[src/rtl/sar_search_if.sv]
// Magnitude-compare handshake between the SAR initiator (master) and an
// external comparator (slave).
interface sar_search_if #(
  parameter int WIDTH = 8
);
  logic [WIDTH-1:0] guess;
  logic             guess_valid;
  logic             cmp_valid;
  logic             cmp_lt;
  logic             cmp_eq;
  logic             cmp_gt;

  modport master (
    output guess, guess_valid,
    input  cmp_valid, cmp_lt, cmp_eq, cmp_gt
  );

  modport slave (
    input  guess, guess_valid,
    output cmp_valid, cmp_lt, cmp_eq, cmp_gt
  );
endinterface

[src/rtl/sar_search.sv]
// Successive-approximation search engine: finds an unknown target MSB-first by
// querying an external comparator once per bit.
module sar_search #(
  parameter int WIDTH = 8
) (
  input  logic                       clk,
  input  logic                       rst_n,
  input  logic                       start,
  sar_search_if.master               cmp,
  output logic                       busy,
  output logic                       done,
  output logic [WIDTH-1:0]           result,
  output logic                       hit,
  output logic                       err,
  output logic [$clog2(WIDTH+1)-1:0] steps
);

  localparam int SW = $clog2(WIDTH + 1);
  localparam int IW = $clog2(WIDTH);

  typedef enum logic [1:0] {IDLE, QUERY, FIN} state_t;

  state_t           state, state_n;
  logic [WIDTH-1:0] trial, trial_n, result_n, upd;
  logic [IW-1:0]    idx, idx_n;
  logic [SW-1:0]    steps_n;
  logic             hit_n, err_n;
  logic             fire, onehot;

  assign busy            = (state == QUERY);
  assign done            = (state == FIN);
  assign cmp.guess_valid = busy;
  assign cmp.guess       = busy ? trial : '0;
  assign fire            = busy && cmp.cmp_valid;
  assign onehot          = $onehot({cmp.cmp_lt, cmp.cmp_eq, cmp.cmp_gt});

  always_ff @(posedge clk or negedge rst_n) begin
    if (!rst_n) begin
      state  <= IDLE;
      trial  <= '0;
      idx    <= '0;
      result <= '0;
      hit    <= 1'b0;
      err    <= 1'b0;
      steps  <= '0;
    end else begin
      state  <= state_n;
      trial  <= trial_n;
      idx    <= idx_n;
      result <= result_n;
      hit    <= hit_n;
      err    <= err_n;
      steps  <= steps_n;
    end
  end

  always_comb begin
    state_n  = state;
    trial_n  = trial;
    idx_n    = idx;
    result_n = result;
    hit_n    = hit;
    err_n    = err;
    steps_n  = steps;
    upd      = trial;
    case (state)
      IDLE: begin
        if (start) begin
          trial_n            = '0;
          trial_n[WIDTH-1]   = 1'b1;
          idx_n              = IW'(WIDTH - 1);
          steps_n            = '0;
          hit_n              = 1'b0;
          err_n              = 1'b0;
          state_n            = QUERY;
        end
      end
      QUERY: begin
        if (fire) begin
          steps_n = steps + SW'(1);
          if (!onehot) begin
            result_n = trial;
            err_n    = 1'b1;
            state_n  = FIN;
          end else if (cmp.cmp_eq) begin
            result_n = trial;
            hit_n    = 1'b1;
            state_n  = FIN;
          end else begin
            // gt clears the bit under test; lt keeps it
            if (cmp.cmp_gt) upd[idx] = 1'b0;
            if (idx == '0) begin
              result_n = upd;
              hit_n    = 1'b0;
              state_n  = FIN;
            end else begin
              idx_n        = idx - IW'(1);
              upd[idx_n]   = 1'b1;
              trial_n      = upd;
            end
          end
        end
      end
      FIN:     state_n = IDLE;
      default: state_n = IDLE;
    endcase
  end

endmodule

[src/flat_wrapper.sv]
// flat-port wrapper written by rule: the top's interface ports become plain ports
module sar_search_flat 
#(
  parameter int WIDTH = 8
)
  (clk, rst_n, start, busy, done, result, hit, err, steps, cmp_guess, cmp_guess_valid, cmp_cmp_valid, cmp_cmp_lt, cmp_cmp_eq, cmp_cmp_gt);
  sar_search_if #(.WIDTH(WIDTH)) cmp_i ();
  input  logic clk;
  input  logic rst_n;
  input  logic start;
  output logic busy;
  output logic done;
  output logic [WIDTH-1:0] result;
  output logic hit;
  output logic err;
  output logic [$clog2(WIDTH+1)-1:0] steps;
  output wire logic [$bits(cmp_i.guess)-1:0] cmp_guess;
  output wire logic [$bits(cmp_i.guess_valid)-1:0] cmp_guess_valid;
  input wire logic [$bits(cmp_i.cmp_valid)-1:0] cmp_cmp_valid;
  input wire logic [$bits(cmp_i.cmp_lt)-1:0] cmp_cmp_lt;
  input wire logic [$bits(cmp_i.cmp_eq)-1:0] cmp_cmp_eq;
  input wire logic [$bits(cmp_i.cmp_gt)-1:0] cmp_cmp_gt;
  assign cmp_guess = cmp_i.guess;
  assign cmp_guess_valid = cmp_i.guess_valid;
  assign cmp_i.cmp_valid = cmp_cmp_valid;
  assign cmp_i.cmp_lt = cmp_cmp_lt;
  assign cmp_i.cmp_eq = cmp_cmp_eq;
  assign cmp_i.cmp_gt = cmp_cmp_gt;
  sar_search #(.WIDTH(WIDTH)) u_core (.clk(clk), .rst_n(rst_n), .start(start), .cmp(cmp_i), .busy(busy), .done(done), .result(result), .hit(hit), .err(err), .steps(steps));
endmodule
[config.mk]
export PLATFORM = sky130hd
export DESIGN_NAME = sar_search_flat
export DESIGN_NICKNAME = d
export VERILOG_FILES = /design/src/rtl/sar_search_if.sv /design/src/rtl/sar_search.sv /design/src/flat_wrapper.sv
export SDC_FILE = /design/constraint.sdc
export NUM_CORES = 1
export LEC_CHECK = 0
export BUFFER_PORTS_ARGS = -buffer_cell sky130_fd_sc_hd__buf_2
export CAP_MARGIN = 20
export CORE_ASPECT_RATIO = 1.25
export CORE_MARGIN = 2
export CORE_UTILIZATION = 30
export DETAILED_ROUTE_END_ITERATION = 10
export HOLD_SLACK_MARGIN = 0.15
export PLACE_DENSITY = 0.58
export SYNTH_ARGS = -nofsm -noshare
export SYNTH_HDL_FRONTEND = slang
export SYNTH_SLANG_ARGS = --single-unit
[constraint.sdc]
create_clock -name clk -period 3.4 [get_ports clk]
set_clock_uncertainty 0.1 [all_clocks]
set_input_delay 0.68 -clock clk [delete_from_list [all_inputs] [get_ports clk]]
set_output_delay 0.68 -clock clk [all_outputs]
set_load 0.005 [all_outputs]
==> out/metrics.cfg, run 1 <==
[status]
status=completed

[die]
fp.coreArea_um2=5080
dieArea_um2=5841
core.rowCount=29
die_h_um=84.95
die_w_um=68.76
initial_core_util_pct=30.96
pin_count=32

[routing]
drtIter0Drc=43
ant_nets=0
wl_um=3579
drc=0
num_vias=1299
vias_per_cell=5.054
drt_pass1_iterations=4
avgRoutedWirePerCell_um=13.93

[yosys]
synth-simple-area-share_pct=22.28
synthMuxAreaShare_pct=1.352
synth_common_cells=o21ai_0 (28), dfrtp_1 (27), nand2_1 (18)
synth_most_common_cell=o21ai_0
synth-compound-area-share_pct=23.95
synth.avg_cell_area_um2=9.418
synth_top_family_by_area=compound AO/OA/AOI/OAI gates
synthTopCellsByArea=dfrtp_1 (43%), o21ai_0 (8.9%), nand2_1 (4.3%)
synth_area_leader_cell=dfrtp_1
synth-main-ff-cell=dfrtp_1
synth.distinct_cells=48
postSynthCellCount=167
syn_nets=178
synth_area_um2=1573
synth_top_area_share_pct=42.96
yosysWarnings=0
ys_ff_latch=27
yosys.area_share.adder_pct=3.660
async_flop_share_pct=100.0
synth_edf_count=0
ys_seq_area_share_pct=42.96
synth-xor-area-share_pct=0.5569

[cts]
cts_setup_buffers=0
cts_root_buf=clkbuf_8
cts.clk_slew.worst_paths_ns=0.09
cts.sinks=27
clk_path_buf_depth=2
tritoncts=yes
cts_resized=0
htree_levels=1
clk_latency_ns=0.28
cts_buffers=3
postCtsHoldBufs=0

[sta]
worstMarginPinSlew_ns=0.7458
setup_viol=0
layout_min_cycle_time_ns=2.591
fin_crit_sh_pct=76.21
hold_viol=0
tns_ns=0
max-slew-margin-rel_pct=50.28
slew_violations=0
rsz0062_at_grt=no
clock.fmax_ghz=0.3860

[cells_and_area]
fin_nets=207
area_delta_synth_final_pct=15.12
fillCellCount=545
fin_area_um2=1810
drive_above_1_share_pct=23.59
final_cells=257
antenna_cells=0
utilization_pct=35.64

[setup_path]
crit_type=reg2out
arrival_ns=1.81
cp.required_ns=2.62
cp-start-kind=flop
slowest_delay_ns=0.83
end_kind=output port
path_max_fanout=22
cp_slowest_cell=dfrtp_1
worstPathCellList=nand2b_1 -> inv_2 -> and2_1 -> buf_2
critPathBufInv=2
path_delay_family=flip-flops

[power]
power.density_nw_per_um2=567.6
peakVddDrop_v=0.0001875
power_leakage_uw=0.0008361

[global_route]
overflow=0
grt_pass1_vias=1244
grt_max_degree=28
antenna_found_initial=0
grt_first_pass_wirelength_um=6030
track_usage_pct=13.53

[placement]
portBuffers=31
gp_congestion=0.7867
dp_cells=253
dpl_cell_area_um2=1764
dp_hpwl_um=2641

[job]
drv_cap=0

[hold_path]
hp-class=in2async

-- per-stage QoR --
| stage | setup slack (ns) | hold slack [ns] | power [uW] |
|---|---|---|---|
| 4_1_cts | 0.8037 | 0.3178 | 1042 |
| 6_report | 0.8090 | 0.2957 | 1028 |
| 5_1_grt | 0.6633 | 0.3480 | 1113 |
| 3_5_place_dp | 0.8459 | 0.3661 | 854.3 |
| 3_3_place_gp | 0.9044 | 0.3580 | 854.0 |
| 2_1_floorplan | 1.115 | 0.2844 | 726.8 |
-- cell usage in the layout, fill, tap and decap left out, types with 4 or more instances in the layout --
cell type and instances:
buf_2 31, o21ai_0 28, and2_1 8, a21oi_1 5, inv_1 8, o21ai_1 4, nor3_1 4, nor2_1 4
nand2_1 18, dfrtp_1 27, o21a_1 4
-- worst reg2reg max path: cells and delay by family, from the launching register on --
kind            cells  cell delay, ns
compound gates      3            0.37
simple gates        1            0.55
buf+inv             1            0.16
fa+ha+maj           1            0.28
flops               1            0.56
-- path summary, 6_finish.rpt --
| path | startpoint | to | slack, ns | cells past startpoint |
|---|---|---|---|---|
| min reg2reg | u_core.result[6]$_DFFE_PN0P_ | u_core.result[6]$_DFFE_PN0P_ | 0.38 | 2 |
| min in group clk | u_core.result[6]$_DFFE_PN0P_ | u_core.result[6]$_DFFE_PN0P_ | 0.38 | 2 |
| max in group asynchronous | rst_n | u_core.hit$_DFFE_PN0P_ | 2.51 | 1 |
| max reg2reg | u_core.idx[0]$_DFFE_PN0P_ | u_core.trial[2]$_DFFE_PN0P_ | 1.27 | 6 |
| max | u_core.state[0]$_DFFE_PN0P_ | cmp_guess[3] | 0.81 | 4 |
| min | rst_n | u_core.trial[4]$_DFFE_PN0P_ | 0.30 | 1 |
-- registers in the layout, summed over array words and instances, names as in the netlist --
register	count
u_core.hit	1
u_core.steps	4
u_core.result	8
u_core.state	2
u_core.idx	3
u_core.trial	8
u_core.err	1
-- power by group --
group	total (uW)	switching [uW]	internal, uW
combinational	358	193	165
clock	184	102	82.4
sequential	486	97.8	388
total	1030	393	635
-- logic make-up (layout without fill, tap and decap cells) --
logic type	Yosys count	after routing
compound gates	59	59
simple gates	57	57
flops	27	27
buf+inv	17	45
fa+ha+maj	4	4
mux	2	2
xor+xnor	1	1
-- area by class of cell --
type / instances / area, um^2 / share of cell area, %
clock inverter: 1 / 5.005 / 0.2764
timing repair buffer: 32 / 162.7 / 8.984
inverter: 9 / 33.78 / 1.866
tap: 62 / 77.57 / 4.285
multi-input combinational: 123 / 814.5 / 44.99
sequential: 27 / 675.6 / 37.32
clock buffer: 3 / 41.29 / 2.281
-- routing by layer --
| metal | share of wire, % | track usage (%) | up-vias |
|---|---|---|---|
| li1 | - | - | 655 |
| met1 | 46 | 18.36 | 614 |
| met2 | 49 | 21.68 | 25 |
| met3 | 3.4 | 1.459 | 5 |
| met4 | 2.0 | 5.348 | 0 |
| met5 | 0 | 0 | - |
Note: power is estimated with default switching activity, not from simulation.
==> run 2: changes to the inputs <==
- ABC_AREA: default -> 1
- clock period: 3.4 -> 2.52 ns (I/O delays scaled with it)
==> run 2 against run 1 <==
Register-to-register slack got worse by 0.52 ns. Global-route usage fell by 0.41 points. Area after synthesis rose by 2.9%. Largest cell class unchanged.
==> out/metrics.cfg, run 2 <==
[status]
status=completed

[routing]
drtIter0Drc=42
avgRoutedWirePerCell_um=11.25
ant_nets=0
vias_per_cell=4.447
wl_um=3522
num_vias=1392
drc=0
drt_pass1_iterations=4

[global_route]
grt_max_degree=28
track_usage_pct=13.11
overflow=0
grt_pass1_vias=1442
antenna_found_initial=0
grt_first_pass_wirelength_um=6313

[job]
drv_cap=0

[sta]
layout_min_cycle_time_ns=1.899
tns_ns=0
max-slew-margin-rel_pct=58.62
slew_violations=0
hold_viol=0
worstMarginPinSlew_ns=0.6207
fin_crit_sh_pct=75.37
rsz0062_at_grt=no
setup_viol=0
clock.fmax_ghz=0.5265

[cells_and_area]
drive_above_1_share_pct=21.91
area_delta_synth_final_pct=16.00
utilization_pct=36.45
antenna_cells=0
mostFrequentLayoutCell=nand2_1
fillCellCount=589
largestRegisters=u_core.result x8, u_core.trial x8, u_core.steps x4
layout_common_cells=nand2_1 (77), buf_2 (31), dfrtp_1 (27), inv_1 (25), o21ai_0 (19)
fin_area_um2=1878
fin_nets=263

[setup_path]
cp-start-kind=primary input
crit_path_frequent_cell=nand2_1
reg2reg_from=u_core.idx[0]$_DFFE_PN0P_
cp_slowest_cell=fa_1
reg2reg_slack_ns=0.75
end_kind=flop
arrival_ns=1.98
cp.required_ns=2.60
crit_type=in2reg
rr_worst_depth=6
slowest_delay_ns=0.56
r2r_end=u_core.result[0]$_DFFE_PN0P_
worstPathCellList=buf_2 -> fa_1 -> nand2_1 -> nand2_1 -> nand2_1 -> nor2_8 -> nand2_4 -> nand2_1 -> nand2_1
path_max_fanout=10

[yosys]
synth-main-ff-cell=dfrtp_1
synth_edf_count=0
synth_area_um2=1619
synth_common_cells=nand2_1 (77), dfrtp_1 (27), inv_1 (25)
syn_nets=229
synth.distinct_cells=25
async_flop_share_pct=100.0
synth_area_leader_cell=dfrtp_1
ys_ff_latch=27
ys_seq_area_share_pct=41.73
yosysWarnings=0
synthTopCellsByArea=dfrtp_1 (42%), nand2_1 (18%), o21ai_0 (5.9%)
synth.avg_cell_area_um2=7.427
synth_top_area_share_pct=41.73
postSynthCellCount=218
synth_most_common_cell=nand2_1

[die]
die_h_um=86.14
fp.coreArea_um2=5152
initial_core_util_pct=31.42
core.rowCount=29
dieArea_um2=6004
pin_count=32
die_w_um=69.71

[hold_path]
hp-class=reg2reg
worstHoldPathCells=2
hold_end=u_core.result[4]$_DFFE_PN0P_
hold_start=u_core.result[4]$_DFFE_PN0P_

[cts]
cts_setup_buffers=0
tritoncts=yes
cts_root_buf=clkbuf_8
cts.sinks=27
clk_path_buf_depth=2
postCtsHoldBufs=1
cts_buffers=3
htree_levels=1
clk_latency_ns=0.28
cts.clk_slew.worst_paths_ns=0.09
cts_resized=0

[placement]
gp_congestion=0.8128
dpl_cell_area_um2=1822
dp_hpwl_um=2663
portBuffers=31

[power]
power_leakage_uw=0.001027
peakVddDrop_v=0.0003520
power.density_nw_per_um2=1100

-- run 2: cell count changes after synthesis, moves of 5 or more --
cell     change
inv_1       +17
nand2_1     +59
o21ai_0      -9
nand2_2      +5
nor2_1      +12
nand3_1     +14
and2_1       -8
-- run 2: cell families after synthesis --
kind of cell / after synthesis / synth area share, %
AO/OA/AOI/OAI: 26 / 9.120
multiplexers: 1 / 0.6183
buffers and inverters: 34 / 9.351
AND/OR/NAND/NOR: 125 / 35.09
adder cells (fa/ha/maj): 4 / 3.555
flip-flops: 27 / 41.73
XOR/XNOR: 1 / 0.5411
-- run 2: final cells by class --
class | instances | area (um^2) | area share, %
Clock buffer | 3 | 41.29 | 2.199
Inverter | 31 | 121.4 | 6.462
Multi-Input combinational cell | 157 | 792.0 | 42.17
Tap cell | 62 | 77.57 | 4.131
Sequential cell | 27 | 675.6 | 35.98
Clock inverter | 1 | 5.005 | 0.2665
Timing Repair Buffer | 32 | 165.2 | 8.794
-- run 2: report_power, final --
part           leakage (uW)  internal, uW  switching (uW)
combinational      0.000644           387             678
clock             0.0000255           111             142
sequential         0.000357           589             158
-- run 2: worst max path at each step --
stage	from	endpoint	slack (ns)	cells past startpoint
after CTS	u_core.state[1]$_DFFE_PN0P_	busy	0.61	4
after floorplan	cmp_cmp_gt	u_core.trial[5]$_DFFE_PN0P_	0.60	8
after global placement	cmp_cmp_gt	u_core.trial[7]$_DFFE_PN0P_	0.34	9
final	cmp_cmp_gt	u_core.trial[0]$_DFFE_PN0P_	0.62	9
after detailed placement	cmp_cmp_gt	u_core.trial[4]$_DFFE_PN0P_	0.31	9
after global routing	cmp_cmp_gt	u_core.trial[1]$_DFFE_PN0P_	0.50	9
-- run 2: worst max-delay path, delay by kind of cell --
family / cells / cell delay [ns]
adders and majority gates: 1 / 0.56
buffers and inverters: 1 / 0.13
and+or+nand+nor: 7 / 0.79
-- run 2: metrics by stage --
step	total power [uW]	setup WS (ns)	hold WS, ns	instances
2_1_floorplan	1544	0.5971	0.1084	218
3_3_place_gp	1832	0.3367	0.3646	308
6_report	2066	0.6208	0.3889	313
4_1_cts	2105	0.6109	0.3936	313
3_5_place_dp	1839	0.3119	0.3717	308
5_1_grt	2290	0.5014	0.4084	313
-- run 2: layer usage --
layer  GRT usage, %  wire length, um  vias to the layer above
li1               -                -                      745
met1          15.37             1609                      625
met2          23.95             1747                       17
met3          1.645               88                        5
met4          5.769               76                        0
met5              0                0                        -
==> run 3: changes to the inputs <==
- ABC_AREA: 1 -> 0
- PLACE_DENSITY: 0.58 -> 0.6
- clock period: 2.52 -> 1.7 ns (I/O delays scaled with it)
==> run 3 against run 2 <==
The flow now finishes with violations (setup timing). Die area is 2.7% lower. Worst setup slack worse by 0.72 ns. Global-route usage is 3.0 points higher. Cell count is 4.8% lower. Clock power is 45% higher. Via count is 9.9% higher. Total power is 29% higher. Routed wire length is 24% higher. Register-to-register slack worse by 0.85 ns. Critical path type is now reg2reg. Largest power group unchanged.
==> out/metrics.cfg, run 3 (synthesis gave the netlist of run 1 again) <==
[status]
status=finished, violations left
violations=setup timing

[setup_path]
worstPathCellList=inv_2 -> ha_4 -> nor2b_4 -> buf_6 -> buf_6 -> o311ai_4 -> buf_6 -> buf_12 -> nand2_2 -> o21ai_1
cp-start-kind=flop
slowest_delay_ns=0.37
reg2reg_slack_ns=-0.1
reg2reg_from=u_core.idx[0]$_DFFE_PN0P_
path_delay_family=buffers and inverters
r2r_end=u_core.result[7]$_DFFE_PN0P_
crit_path_frequent_cell=buf_6
cp_slowest_cell=dfrtp_1
critPathBufInv=5
rr_worst_depth=10
cp.required_ns=1.80
end_kind=flop
arrival_ns=1.90
crit_type=reg2reg
path_max_fanout=8

[placement]
gp_congestion=0.8240
place_ws_ns=-0.4111
dp_hpwl_um=2982
portBuffers=31

[die]
pin_count=32
core.rowCount=29
dieArea_um2=5841
die_w_um=68.76
initial_core_util_pct=30.96
die_h_um=84.95
fp.coreArea_um2=5080

[global_route]
grt_pass1_vias=1546
grt_max_degree=28
antenna_found_initial=0
overflow=0
grt_first_pass_wirelength_um=7189
track_usage_pct=16.15

[power]
power_leakage_uw=0.001102
p_total_uw=2667
power.density_nw_per_um2=1122
peakVddDrop_v=0.0006268

[sta]
fin_ws_ns=-0.09918
clock.fmax_ghz=0.5558
fin_crit_sh_pct=105.8
setup_viol=16
max-slew-margin-rel_pct=58.24
layout_min_cycle_time_ns=1.799
worstMarginPinSlew_ns=0.6264
finalHoldWorstSlack_ns=0.2936
slew_violations=0
rsz0062_at_grt=yes
hold_viol=0

[cts]
tritoncts=yes
cts_buffers=3
clk_path_buf_depth=2
cts.sinks=27
cts.clk_slew.worst_paths_ns=0.09
clk_latency_ns=0.27
cts_root_buf=clkbuf_8
htree_levels=1

[cells_and_area]
area_delta_synth_final_pct=51.15
mostFrequentLayoutCell=buf_4
fin_nets=248
largestRegisters=u_core.result x8, u_core.trial x8, u_core.steps x4
antenna_cells=0
layout_common_cells=buf_4 (29), dfrtp_1 (26), buf_2 (24), o21ai_1 (17), buf_6 (16)
drive_above_1_share_pct=47.88
utilization_pct=46.80

[hold_path]
hold_end=u_core.state[0]$_DFFE_PN0P_
worstHoldPathCells=2
hp-class=in2reg
hold_start=cmp_cmp_valid

[routing]
drtIter0Drc=64
ant_nets=0
wl_um=4370
avgRoutedWirePerCell_um=14.66
drt_pass1_iterations=4
num_vias=1530
vias_per_cell=5.134
drc=0

[job]
drv_cap=0

## run 3: cell count changes in the layout (fill, tap and decap cells not counted), moves of 7 or more
cell / before / now
buf_4: 0 / 29
nand3_1: 16 / 2
buf_6: 0 / 16
buf_2: 31 / 24
inv_1: 25 / 6
nand2_1: 77 / 9
nor2_1: 16 / 4
o21ai_1: 2 / 17
## run 3: metal layers
layer	up-vias	wire, um	share of wire, %	GRT usage [%]
met5	-	0	0	0
met4	0	58	1.3	4.278
met3	6	243	5.6	2.122
met2	51	2279	52	28.23
met1	736	1788	41	20.44
li1	737	-	-	-
## run 3: through the flow
stage               std cells  setup TNS, ns  area (um^2)
finish                    298        -0.5764         2377
global route              298         -2.117         2377
CTS                       296        -0.6040         2237
detailed placement        276         -7.105         1979
global placement          276         -6.357         1979
floorplan                 167         -1.957         1607
## run 3: timing repair
item | CTS | global route
setup endpoints to repair | 29 | 27
gates resized for setup | 31 | 37
endpoints found under the hold margin | 27 | 0
pin swaps | 17 | 8
hold buffers | 1 | 0
setup buffers | 13 | 3
gates cloned | 2 | 0
## run 3: power breakdown
group	internal [uW]	leakage [uW]	switching (uW)	total [uW]
clock network	168	0.0000228	200	368
logic	723	0.000732	676	1400
registers	780	0.000347	119	899
## run 3: layout make-up
class / count / area, um^2
multi-input combinational: 123 / 970.9
sequential: 27 / 676.9
clock buffer: 4 / 45.04
tap: 62 / 77.57
timing repair inverter: 1 / 7.507
fill: 491 / 2703
inverter: 9 / 36.28
timing repair buffer: 72 / 563.0
## run 3: worst max path at each step
stage / start / endpoint / depth (start not counted)
after floorplan: cmp_cmp_lt / u_core.result[6]$_DFFE_PN0P_ / 5
after global placement: cmp_cmp_lt / u_core.trial[5]$_DFFE_PN0P_ / 6
after detailed placement: cmp_cmp_lt / u_core.trial[5]$_DFFE_PN0P_ / 6
after CTS: cmp_cmp_eq / u_core.trial[5]$_DFFE_PN0P_ / 6
after global routing: u_core.idx[0]$_DFFE_PN0P_ / u_core.result[7]$_DFFE_PN0P_ / 10
final: u_core.idx[0]$_DFFE_PN0P_ / u_core.result[7]$_DFFE_PN0P_ / 10
